==> src/rtl/cpu.sv <==
// cpu: hardwired control unit for a console-driven teaching CPU.
// Ports:
//   t3          clock, state updates on rising edge
//   clr         synchronous active-low reset
//   swc/swb/swa console mode {swc,swb,swa}
//   ir[7:0]     instruction register, opcode in ir[7:4]
//   w1/w2/w3    machine-cycle beats
//   c, z        carry / zero flags
//   outputs     datapath control strobes, s ALU select, sel3..sel0 register selects
// Define CPU_EXT_INSTR_EN to decode OUT (1010) and OR (1011).
module cpu (
   input  logic       t3,
   input  logic       clr,
   input  logic       swc,
   input  logic       swb,
   input  logic       swa,
   input  logic [7:0] ir,
   input  logic       w1,
   input  logic       w2,
   input  logic       w3,
   input  logic       c,
   input  logic       z,
   output logic       drw,
   output logic       pcinc,
   output logic       lpc,
   output logic       lar,
   output logic       pcadd,
   output logic       arinc,
   output logic       selctl,
   output logic       memw,
   output logic       stop,
   output logic       lir,
   output logic       ldz,
   output logic       ldc,
   output logic       cin,
   output logic       m,
   output logic       abus,
   output logic       sbus,
   output logic       mbus,
   output logic       short,
   output logic       long,
   output logic [3:0] s,
   output logic       sel3,
   output logic       sel2,
   output logic       sel1,
   output logic       sel0
);
   logic       r_st0;
   logic [2:0] w_sw;
   logic [3:0] w_op;
   logic       w_set;
   logic       w_unused;
   assign w_sw     = {swc, swb, swa};
   assign w_op     = ir[7:4];
   assign w_unused = ^ir[3:0];
   // st0 marks "first pass done": register bank high half, address loaded, or PC loaded
   assign w_set = !r_st0 && ((w_sw == 3'b100 && w2) ||
                  ((w_sw == 3'b001 || w_sw == 3'b010 || w_sw == 3'b000) && w1));
   always_ff @(posedge t3) begin
      if (!clr) r_st0 <= 1'b0;
      else if (w_set) r_st0 <= 1'b1;
   end
   always_comb begin
      {drw, pcinc, lpc, lar, pcadd, arinc, selctl, memw, stop, lir} = '0;
      {ldz, ldc, cin, m, abus, sbus, mbus, short, long} = '0;
      s = 4'b0000;
      {sel3, sel2, sel1, sel0} = 4'b0000;
      if (clr) begin
         case (w_sw)
            3'b100: if (w1 || w2) begin
               {sbus, drw, selctl, stop} = 4'b1111;
               {sel3, sel2} = {r_st0, w2};
            end
            3'b011: if (w1 || w2) begin
               {selctl, stop} = 2'b11;
               {sel3, sel2, sel1, sel0} = w2 ? 4'b1011 : 4'b0001;
            end
            3'b001, 3'b010: if (w1) begin
               {stop, short, selctl} = 3'b111;
               // swa distinguishes write-memory from read-memory on the second pass
               sbus  = !r_st0 || swa;
               lar   = !r_st0;
               arinc = r_st0;
               memw  = r_st0 && swa;
               mbus  = r_st0 && swb;
            end
            3'b000: if (!r_st0) begin
               if (w1) {sbus, lpc, short, stop} = 4'b1111;
            end else if (w1) begin
               {lir, pcinc} = 2'b11;
            end else if (w2) begin
               case (w_op)
                  4'b0001: begin s = 4'b1001; {cin, abus, drw, ldz, ldc} = 5'b11111; end
                  4'b0010: begin s = 4'b0110; {abus, drw, ldz, ldc} = 4'b1111; end
                  4'b0011: begin s = 4'b1011; {m, abus, drw, ldz} = 4'b1111; end
                  4'b0100: {abus, drw, ldz, ldc} = 4'b1111;
                  4'b0101: begin s = 4'b1010; {m, abus, lar, long} = 4'b1111; end
                  4'b0110: begin s = 4'b1111; {m, abus, lar, long} = 4'b1111; end
                  4'b0111: pcadd = c;
                  4'b1000: pcadd = z;
                  4'b1001: begin s = 4'b1111; {m, abus, lpc} = 3'b111; end
                  4'b1110: stop = 1'b1;
`ifdef CPU_EXT_INSTR_EN
                  4'b1010: begin s = 4'b1010; {m, abus} = 2'b11; end
                  4'b1011: begin s = 4'b1110; {m, abus, drw, ldz} = 4'b1111; end
`endif
                  default: ;
               endcase
            end else if (w3) begin
               case (w_op)
                  4'b0101: {drw, mbus} = 2'b11;
                  4'b0110: begin s = 4'b1010; {m, abus, memw} = 3'b111; end
                  default: ;
               endcase
            end
            default: ;
         endcase
      end
   end
endmodule

==> config.mk <==
export PLATFORM = sky130hd
export DESIGN_NAME = cpu
export DESIGN_NICKNAME = d
export VERILOG_FILES = /design/src/rtl/cpu.sv
export SDC_FILE = /design/constraint.sdc
export NUM_CORES = 1
export LEC_CHECK = 0
export CORE_MARGIN = 5
export CORE_UTILIZATION = 35
export CTS_CLUSTER_DIAMETER = 80
export DETAILED_ROUTE_END_ITERATION = 16
export GPL_TIMING_DRIVEN = 0
export PLACE_DENSITY = 0.79
export SLEW_MARGIN = 10
export SYNTH_ARGS = -nofsm -noshare
export SYNTH_HDL_FRONTEND = slang
export SYNTH_SLANG_ARGS = --single-unit
==> constraint.sdc <==
create_clock -name t3 -period 2.3 [get_ports t3]
set_clock_uncertainty 0.05 [all_clocks]
set_input_delay 0.345 -clock t3 [delete_from_list [all_inputs] [get_ports t3]]
set_output_delay 0.345 -clock t3 [all_outputs]
set_load 0.03 [all_outputs]
==> summary.md <==
| Metric | Value |
|---|---|
| Run status | complete, no violations |
| Reg2reg start | r_st0 |
| Standard-cell rows | 15 |
| Post-detailed-route count of antenna-violating nets | 0 |
| Data required, critical path | 1.90 ns |
| Tightest Hold Check Type | reg -> reg |
| Hold Buf Count CTS | 0 |
| Syn Std Cell Area | 672 sq um |
| Post-synthesis sequential area ratio | 2.98% |
| Hold path startpoint | r_st0 |
| Drt wl/cell | approximately 15 um |
| Asr flop ratio synth | 0% |
| Layout area overhead | 83.2% |
| Die W | 53.8 um |
| Global route overflow | 0 |
| DR DRC count | 0 |
| Vias in the first global route | roughly 980 |
| MaxCap Viol Count | 0 |
| Largest net degree at the start of global routing | 11 |
| Drt pass-1 iters | 4 |
| Most used cell, CP | buf_6 |
| Minimum clock period | 2.28 ns |
| Leakage power figure | 0.524 nW |
| Area of the multi-input gates | 736 sq um |
| Layout Nets | roughly 180 |
| PwrDens | 158 nW/um^2 |
| Worst Path Max Fanout | 10 |
| Initial DRC count | 22 |
| Port-buffer cells | 40 |
| Final Hold Fails | 0 |
| EDFF count, synth | 0 |
| Final cycle utilization of the critical path | 99.1% |
| Critical Path Slowest Stage Cell | or4b_4 |
| Fmax | 439 MHz |
| Biggest regs | r_st0 x1 |
| # diodes | 0 |
| Core area | 1780 sq um |
| Starting Density | 37.7% |
| Dpl hpwl | approximately 1900 um |
| Cell Chain, Critical Path | clkdlybuf4s50_1, buf_6, or4b_4, a31oi_4, buf_6 |
| Crit-path max cell delay | a little over 0.6 ns |
| Drt total wl | between 2000 and 3000 um |
| IO Count | 45 |
| First-pass GRT wire length | 4200 um |
| Mapped Cells | between 100 and 150 |
| Ys flop type | dfxtp_1 |
| Fill count | 172 |
| Via count | 1026 |
| Biggest register | r_st0 |
| Fin. max-slew vios | 0 |
| Synth cell types | 37 |
| RSZ-0062 raised after global routing | true |
| Synth Net Count | between 100 and 150 |
| Critical Path AT | between 1.5 and 2 ns |
| Worst setup path start | w1 |
| Chip height | 53.8 um |
| Routed vias/inst | 5.61 |
| Relative max-transition margin | 73.0% |
| Max reg flops | 1 |
| Setup CP Type | in -> out |
| Die Area | 2900 sq um |
| TNS Setup | 0 ns |
| Crit start category | primary input |
| Placer Congestion | 0.914 |
| Share of cells above drive strength 1 | between 30 and 40% |
| Endpoint type of the worst setup path | output port |
| Gr usage total | roughly 19% |
| Skew-Pair Late Insertion Delay | 0 ns |
| # setup viols final | 0 |
| Maximum vdd drop | around 0.13 mV |
| Ys Warns | 0 |
| Worst-margin pin slew | 0.405 ns |
| Register bit count reported by yosys | 1 |
| Clock transition at path regs | 0 ns |
| Initial antenna violation count | 0 |
| Register area | 20.0 sq um |
| Fin util | 69.1% |
| Avg Synthesized Cell Area | 5.89 sq um |
## kinds of logic (layout without fill, tap and decap cells)
logic type	Yosys count	after routing	share of synthesized area, %
xor gates and xnor gates	3	3	3.91
AOI/OAI and AO/OA	33	33	30.9
DFF	1	1	2.98
and+or+nand+nor	64	64	54.4
buffers and inverters	13	57	7.82
## per-layer routing
layer	GRT usage [%]	part of all wire (%)	wire, um	vias up
met1	21.3	41	1130	475
met5	0	0	0	-
met4	3.40	0	0	0
li1	-	-	-	509
met3	2.22	6.4	179	0
met2	35.9	53	1480	42
## critical path, delay by kind of cell
kind,cells,cell delay [ns]
AND/OR/NAND/NOR,1,0.61
buffers and inverters,3,0.74
AO/OA/AOI/OAI,1,0.18
## placed cells by master, fill, tap and decap left out, types with 2 or more instances in the layout
cell	instances
a21boi_0	2
a21o_1	2
a21oi_1	11
a31oi_4	3
and3_1	4
buf_2	6
buf_4	8
buf_6	6
clkbuf_2	11
clkbuf_4	3
clkdlybuf4s15_1	3
clkdlybuf4s15_2	5
clkdlybuf4s50_1	5
dlygate4sd2_1	7
inv_1	2
nand2_1	13
nand2b_1	5
nand3_1	3
nand3b_1	4
nand4_1	3
nor2_1	10
nor2b_1	2
nor2b_2	2
nor3_1	4
o21ai_0	7
xnor2_1	2
## cell type report
type	instances	area share (%)
inverters	2	0.610
multi-input cells	100	59.8
repair buffers	45	30.6
well taps	25	2.54
plain buffers	10	4.88
flip-flops and latches	1	1.63
## worst paths after layout
path                               to  slack [ns]  cells after the start
worst min-delay path            r_st0        0.52                      2
worst max-delay path                m        0.02                      5
worst max register to register  r_st0        1.60                      2
worst min register to register  r_st0        0.52                      2
## what timing repair did
item | 4_1_cts | 5_1_grt
pin swaps | 4 | 7
gates resized for setup | 135 | 40
endpoints found under the setup margin | 27 | 21
setup buffers | 1 | 4
## power breakdown
group,leakage [nW],internal (mW),switching (mW)
combinational,0.516,0.0731,0.0985
clock,0,0,0
sequential,0.00831,0.0195,0.00281
total,0.524,0.0926,0.101
## through the flow
stage / area [sq um] / power, mW / setup WS, ns / hold WS [ns] / cells
floorplan: 678 / 0.110 / -0.0274 / 0.424 / 114
global placement: 1110 / 0.167 / -1.02 / 0.486 / 179
detailed placement: 1110 / 0.168 / -1.03 / 0.500 / 179
CTS: 1150 / 0.177 / 0.000791 / 0.508 / 180
global route: 1230 / 0.207 / -0.0312 / 0.563 / 183
finish: 1230 / 0.194 / 0.0218 / 0.522 / 183
## Yosys cell counts (2+ instances only)
| cell | instances | share of area (%) |
|---|---|---|
| nand4_1 | 3 | 2.8 |
| nand2b_1 | 5 | 4.7 |
| and3_1 | 4 | 3.7 |
| clkbuf_1 | 10 | 5.6 |
| xnor2_1 | 2 | 2.6 |
| a31oi_1 | 3 | 2.8 |
| nor3_1 | 5 | 3.7 |
| nand3_1 | 3 | 2.2 |
| nor2_1 | 11 | 6.1 |
| o21ai_0 | 7 | 5.2 |
| a21oi_1 | 12 | 8.9 |
| nor2b_1 | 5 | 4.7 |
| nor4b_1 | 2 | 2.6 |
| a21boi_0 | 2 | 2.2 |
| nand2_1 | 13 | 7.3 |
| nand3b_1 | 4 | 4.5 |
| inv_1 | 2 | 1.1 |
| a21o_1 | 2 | 2.2 |
No activity file was read; power rests on OpenSTA's default activity.
